File: src/rtl/mem_arb_pkg.sv
// -----------------------------------------------------------------------------
// mem_arb_pkg
// Shared definitions for the unified memory arbiter: arbiter state encoding,
// grant owner encoding and the data word width.
// -----------------------------------------------------------------------------
package mem_arb_pkg;

    localparam int WORD_W = 32;

    typedef enum logic [1:0] {
        ST_IDLE = 2'b00,
        ST_BUSY = 2'b01,
        ST_DONE = 2'b10
    } arb_state_t;

    typedef enum logic {
        GRANT_IF  = 1'b0,
        GRANT_MEM = 1'b1
    } grant_t;

endpackage

File: src/rtl/mem_lat_counter.sv
// -----------------------------------------------------------------------------
// mem_lat_counter
// Counts the remaining cycles of one memory access. Loaded with MEM_LAT-1 when
// an access is granted, decremented once per BUSY cycle; done is high when the
// count has reached zero, i.e. in the last BUSY cycle.
// Ports:
//   clk   in  clock, rising edge
//   rst   in  asynchronous active-high reset (count cleared to 0)
//   load  in  load MEM_LAT-1 (has priority over dec)
//   dec   in  decrement by one
//   done  out count is zero
// -----------------------------------------------------------------------------
module mem_lat_counter #(
    parameter int MEM_LAT = 2
) (
    input  logic clk,
    input  logic rst,
    input  logic load,
    input  logic dec,
    output logic done
);

    localparam int CNT_W = $clog2(MEM_LAT + 1);

    logic [CNT_W-1:0] cnt_r;

    // Remaining-latency counter: load on grant, count down while busy
    always_ff @(posedge clk or posedge rst) begin
        if (rst) begin
            cnt_r <= {CNT_W{1'b0}};
        end else if (load) begin
            cnt_r <= CNT_W'(MEM_LAT - 1);
        end else if (dec && (cnt_r != {CNT_W{1'b0}})) begin
            cnt_r <= cnt_r - CNT_W'(1);
        end else begin
            cnt_r <= cnt_r;
        end
    end

    assign done = (cnt_r == {CNT_W{1'b0}});

endmodule

File: src/rtl/unified_mem_arbiter.sv
// -----------------------------------------------------------------------------
// unified_mem_arbiter
// Shares one single-port, fixed-latency memory between instruction fetch (IF)
// and the MEM stage. MEM has priority, except that after STARVE_LIM consecutive
// MEM grants with IF waiting, IF is forced to win. Each access occupies the
// memory for MEM_LAT cycles (BUSY), then a one-cycle ready pulse (DONE) is given
// to the granted port, followed by one IDLE bubble.
// Ports:
//   clk, startin            clock; asynchronous active-high reset
//   if_req/if_addr          IF read request and byte address
//   if_rdata/if_ready       fetched word and its one-cycle completion pulse
//   mem_rd/mem_wr           MEM load / store request (mutually exclusive)
//   mem_addr/mem_wdata      MEM byte address and store data
//   mem_rdata/mem_ready     load data and its one-cycle completion pulse
//   ram_en/ram_we           memory enable / write enable, high for all BUSY cycles
//   ram_addr/ram_wdata      memory word address and write data (registered)
//   ram_rdata               memory read data, valid in the last BUSY cycle
//   stall_if/stall_mem      pipeline stall requests (combinational)
// -----------------------------------------------------------------------------
module unified_mem_arbiter
    import mem_arb_pkg::*;
#(
    parameter int MEM_LAT    = 2,
    parameter int ADDR_W     = 10,
    parameter int STARVE_LIM = 3
) (
    input  logic              clk,
    input  logic              startin,
    input  logic              if_req,
    input  logic [31:0]       if_addr,
    output logic [WORD_W-1:0] if_rdata,
    output logic              if_ready,
    input  logic              mem_rd,
    input  logic              mem_wr,
    input  logic [31:0]       mem_addr,
    input  logic [WORD_W-1:0] mem_wdata,
    output logic [WORD_W-1:0] mem_rdata,
    output logic              mem_ready,
    output logic              ram_en,
    output logic              ram_we,
    output logic [ADDR_W-1:0] ram_addr,
    output logic [WORD_W-1:0] ram_wdata,
    input  logic [WORD_W-1:0] ram_rdata,
    output logic              stall_if,
    output logic              stall_mem
);

    localparam int SC_W = $clog2(STARVE_LIM + 1);

    arb_state_t       state_r;
    grant_t           grant_r;
    logic [SC_W-1:0]  starve_cnt_r;

    logic mem_req_s;
    logic if_forced_s;
    logic take_mem_s;
    logic take_if_s;
    logic lat_load_s;
    logic lat_dec_s;
    logic lat_done_s;

    // Byte-offset and out-of-range address bits are deliberately ignored.
    logic unused_addr_bits_s;
    assign unused_addr_bits_s = ^{if_addr[31:ADDR_W+2], if_addr[1:0],
                                  mem_addr[31:ADDR_W+2], mem_addr[1:0]};

    // Arbitration decision for the current IDLE cycle
    always_comb begin
        mem_req_s   = mem_rd | mem_wr;
        if_forced_s = if_req && (starve_cnt_r == SC_W'(STARVE_LIM));
        take_mem_s  = mem_req_s && !if_forced_s;
        take_if_s   = !take_mem_s && if_req;
        if (state_r == ST_IDLE) begin
            lat_load_s = take_mem_s || take_if_s;
            lat_dec_s  = 1'b0;
        end else if (state_r == ST_BUSY) begin
            lat_load_s = 1'b0;
            lat_dec_s  = !lat_done_s;
        end else begin
            lat_load_s = 1'b0;
            lat_dec_s  = 1'b0;
        end
    end

    mem_lat_counter #(
        .MEM_LAT (MEM_LAT)
    ) u_lat_cnt (
        .clk  (clk),
        .rst  (startin),
        .load (lat_load_s),
        .dec  (lat_dec_s),
        .done (lat_done_s)
    );

    // Access sequencer: grant, starvation tracking, memory drive and data return
    always_ff @(posedge clk or posedge startin) begin
        if (startin) begin
            state_r      <= ST_IDLE;
            grant_r      <= GRANT_IF;
            starve_cnt_r <= {SC_W{1'b0}};
            if_ready     <= 1'b0;
            mem_ready    <= 1'b0;
            ram_en       <= 1'b0;
            ram_we       <= 1'b0;
            ram_addr     <= {ADDR_W{1'b0}};
            ram_wdata    <= {WORD_W{1'b0}};
            if_rdata     <= {WORD_W{1'b0}};
            mem_rdata    <= {WORD_W{1'b0}};
        end else begin
            // Ready outputs are pulses: only the BUSY exit raises them.
            if_ready  <= 1'b0;
            mem_ready <= 1'b0;
            case (state_r)
                ST_IDLE: begin
                    if (take_mem_s) begin
                        grant_r   <= GRANT_MEM;
                        ram_addr  <= mem_addr[ADDR_W+1:2];
                        ram_wdata <= mem_wdata;
                        ram_en    <= 1'b1;
                        ram_we    <= mem_wr;
                        state_r   <= ST_BUSY;
                        if (!if_req) begin
                            starve_cnt_r <= {SC_W{1'b0}};
                        end else if (starve_cnt_r != SC_W'(STARVE_LIM)) begin
                            starve_cnt_r <= starve_cnt_r + SC_W'(1);
                        end else begin
                            starve_cnt_r <= starve_cnt_r;
                        end
                    end else if (take_if_s) begin
                        grant_r      <= GRANT_IF;
                        ram_addr     <= if_addr[ADDR_W+1:2];
                        ram_en       <= 1'b1;
                        ram_we       <= 1'b0;
                        state_r      <= ST_BUSY;
                        starve_cnt_r <= {SC_W{1'b0}};
                    end else begin
                        // No request at all, so IF is not waiting either.
                        starve_cnt_r <= {SC_W{1'b0}};
                    end
                end
                ST_BUSY: begin
                    if (lat_done_s) begin
                        ram_en  <= 1'b0;
                        ram_we  <= 1'b0;
                        state_r <= ST_DONE;
                        if (grant_r == GRANT_MEM) begin
                            mem_ready <= 1'b1;
                            // A store leaves the load data register untouched.
                            if (!ram_we) begin
                                mem_rdata <= ram_rdata;
                            end else begin
                                mem_rdata <= mem_rdata;
                            end
                        end else begin
                            if_ready <= 1'b1;
                            if_rdata <= ram_rdata;
                        end
                    end else begin
                        state_r <= ST_BUSY;
                    end
                end
                ST_DONE: begin
                    state_r <= ST_IDLE;
                end
                default: begin
                    state_r <= ST_IDLE;
                    ram_en  <= 1'b0;
                    ram_we  <= 1'b0;
                end
            endcase
        end
    end

    assign stall_if  = if_req & ~if_ready;
    assign stall_mem = (mem_rd | mem_wr) & ~mem_ready;

endmodule

File: config.mk
export PLATFORM = sky130hd
export DESIGN_NAME = unified_mem_arbiter
export DESIGN_NICKNAME = d
export VERILOG_FILES = /design/src/rtl/mem_arb_pkg.sv /design/src/rtl/mem_lat_counter.sv /design/src/rtl/unified_mem_arbiter.sv
export SDC_FILE = /design/constraint.sdc
export NUM_CORES = 1
export LEC_CHECK = 0
export BUFFER_PORTS_ARGS = -buffer_cell sky130_fd_sc_hd__buf_2
export CORE_MARGIN = 2
export CORE_UTILIZATION = 46
export CTS_CLUSTER_DIAMETER = 30
export CTS_CLUSTER_SIZE = 28
export DETAILED_ROUTE_END_ITERATION = 6
export GPL_TIMING_DRIVEN = 0
export PLACE_DENSITY_LB_ADDON = 0.3
export SLEW_MARGIN = 25
export SYNTH_ARGS = -nofsm -noshare
export SYNTH_HDL_FRONTEND = slang
export SYNTH_SLANG_ARGS = --single-unit
File: constraint.sdc
create_clock -name clk -period 4.3 [get_ports clk]
set_input_delay 0.215 -clock clk [delete_from_list [all_inputs] [get_ports clk]]
set_output_delay 0.215 -clock clk [all_outputs]
set_load 0.02 [all_outputs]
==> impl_metrics.py <==
metrics = {
    "status": {
        "status": "completed",
    },
    "die": {
        "row_count": 37,
        "die_y_um": 107.9,
        "start_util_pct": 47.63,
        "fp.dieW_um": 107.9,
        "ios": 245,
        "core_region_area_mm2": 0.01042,
        "dieArea_mm2": 0.01163,
    },
    "placement": {
        "placed_cell_area_mm2": 0.006165,
        "hpwl_um": 7675,
        "dp.cells": 620,
        "place.gp.congestion": 0.7616,
        "portBuffers": 200,
    },
    "global_routing": {
        "grt_overflow": 0,
        "grt_pass1_wl_um": 18680,
        "antenna_found_initial": 0,
        "track_usage_pct": 21.11,
        "grt_pass1_vias": 3748,
        "grt_max_degree": 62,
    },
    "clocking": {
        "clock_latency_ns": 0.50,
        "clockBufferDepth": 2,
        "cts_tree": "built",
        "cts_hold_buf": 67,
        "clockRootBuffer": "clkbuf_8",
        "cts-resized-gates": 0,
        "cts_setup_buffers": 0,
        "cts_made_buffers": 17,
        "cts.sinks": 117,
        "clkTransAtPathRegs_ns": 0.06,
        "cts_max_level": 4,
    },
    "logic_synthesis": {
        "synth_nets": 418,
        "postSynthCellCount": 283,
        "yosysSeqAreaShare_pct": 59.02,
        "ys_types": 28,
        "ys_top_cells_by_area": "dfrtp_1, mux2_4, mux2_2, buf_6, buf_12",
        "syn_area_mm2": 0.004961,
        "synth_area_leader_cell": "dfrtp_1",
        "synth_area_per_cell_um2": 17.53,
        "yosysWarningCount": 0,
        "synth-seq-cells": 117,
        "synth_top_cell_area_share_pct": 59.02,
    },
    "layout": {
        "mostFrequentLayoutCells": "buf_2, dfrtp_1, mux2_4, dlygate4sd3_1, mux2_2",
        "final_area_mm2": 0.007412,
        "n_fill_cell": 725,
        "postLayoutCoreUtil_pct": 71.16,
        "diodes": 0,
        "area.growth.synth_to_final_pct": 49.41,
        "final_common_cell": "buf_2",
        "drive_gt1_share_pct": 63.12,
        "final-instance-count-excl-fill": 719,
        "fin_nets": 705,
    },
    "routing": {
        "vias": 3361,
        "ant_nets": 0,
        "wl_per_cell_um": 16.20,
        "dr.pass1.iters": 4,
        "viasPerCell": 4.675,
        "drc": 0,
        "drt_iter0_drc": 95,
        "wirelength_um": 11650,
    },
    "critical_path": {
        "end_kind": "flip-flop",
        "critPathMaxFanout": 10,
        "worstSetupStartpointType": "flip-flop",
        "criticalPathCategory": "flip-flop to flip-flop",
        "required_ns": 4.68,
        "crit_arrival_ns": 2.21,
    },
    "power_and_ir_drop": {
        "vdd_drop_max_uv": 470.6,
        "total_leakage_power_nw": 3.744,
        "powerDensity_mw_per_mm2": 824.3,
    },
    "sta": {
        "slew_headroom_pct": 65.23,
        "skew_ns": 0.01136,
        "rsz0062_at_grt": "no",
        "worstMarginPinSlew_ns": 0.5215,
        "setup_viol": 0,
        "min_period_ns": 1.829,
        "period_share_pct": 42.53,
        "finalHoldViolCount": 0,
        "max_freq_mhz": 546.9,
        "slew_viol_final": 0,
        "tns_ns": 0,
    },
    "flow_run": {
        "drv_cap": 0,
    },
    "worst_hold_path": {
        "hp-class": "input pin to flip-flop",
    },
}
-- Yosys cell counts --
library cell / instances
or2_2: 1
buf_12: 2
nand2_1: 2
buf_2: 2
nor2_1: 4
o2bb2ai_1: 1
dfrtp_1: 117
xnor2_1: 1
mux2_2: 35
o22ai_1: 1
buf_8: 1
ha_1: 2
a21o_1: 1
a211oi_4: 1
buf_6: 10
inv_1: 6
o31ai_1: 1
and4b_1: 1
nand2b_1: 1
and2_1: 1
and3b_1: 1
buf_4: 1
o21ai_0: 4
nor2b_4: 1
o41ai_1: 1
mux2_4: 82
or3_1: 1
nor3b_1: 1
-- logic make-up after synthesis --
| group | after synthesis | share of synthesized area, % |
|---|---|---|
| buf+inv | 22 | 4.187 |
| simple gates | 14 | 1.766 |
| xor+xnor | 1 | 0.1766 |
| flops | 117 | 59.02 |
| fa+ha+maj | 2 | 0.5043 |
| compound gates | 10 | 1.589 |
| mux | 117 | 32.76 |
-- critical path, cell delays in order (launching register included) --
cell and delay, ns:
dfrtp_1 0.39, ha_1 0.20, o2bb2ai_1 0.16, or3_1 0.34, buf_6 0.16, buf_12 0.15
mux2_4 0.30
-- stage by stage --
stage	total power [mW]	hold WS, ns	setup WS [ns]
6_report	6.110	0.07129	2.471
3_5_place_dp	4.719	0.3053	2.491
4_1_cts	6.154	0.04197	2.476
2_1_floorplan	3.894	0.3527	0.9842
5_1_grt	6.444	0.05149	2.392
3_3_place_gp	4.634	0.4479	-0.2101
-- path summary, 6_finish.rpt --
path | start | endpoint | slack, ns | cells past startpoint
worst max-delay path | starve_cnt_r[0] | ram_wdata[18] | 2.47 | 6
worst min-delay path | mem_addr[11] | ram_addr[9] | 0.07 | 3
worst max register to register | starve_cnt_r[0] | ram_wdata[18] | 2.47 | 6
worst min register to register | ram_en | ram_en | 0.48 | 1
max in group asynchronous | startin | state_r[0] | 3.28 | 4
min in group asynchronous | startin | mem_rdata[27] | 0.35 | 3
-- cell type report --
type | count | area [um^2] | area share, %
plain buffers | 16 | 185.2 | 2.498
clock buffers | 23 | 476.7 | 6.431
clock inverters | 9 | 100.1 | 1.350
inverters | 6 | 27.53 | 0.3714
multi-input cells | 144 | 1826 | 24.63
flip-flops and latches | 117 | 2928 | 39.50
well taps | 136 | 170.2 | 2.296
repair buffers | 268 | 1699 | 22.92
-- registers in the layout, summed over array words and instances (netlist names) --
signal,cells
mem_rdata,32
mem_ready,1
state_r,2
ram_wdata,32
ram_we,1
ram_addr,10
grant_r,1
if_ready,1
u_lat_cnt.cnt_r,2
if_rdata,32
starve_cnt_r,2
ram_en,1
-- metal layers --
metal  vias to the layer above  part of all wire, %  routed length (um)  GRT usage [%]
li1                       1565                    -                   -              -
met1                      1667                   40                4616          23.92
met2                       117                   54                6248          37.69
met3                        12                  5.5                 645          6.780
met4                         0                  1.2                 138          6.593
met5                         -                    0                   0              0
-- power by group --
group / internal (mW) / switching [mW] / leakage (nW)
registers: 1.66 / 0.302 / 1.40
clock network: 0.880 / 0.470 / 0.284
logic: 1.40 / 1.39 / 2.06
total: 3.94 / 2.16 / 3.74
Power figures use the tool's default switching activity.
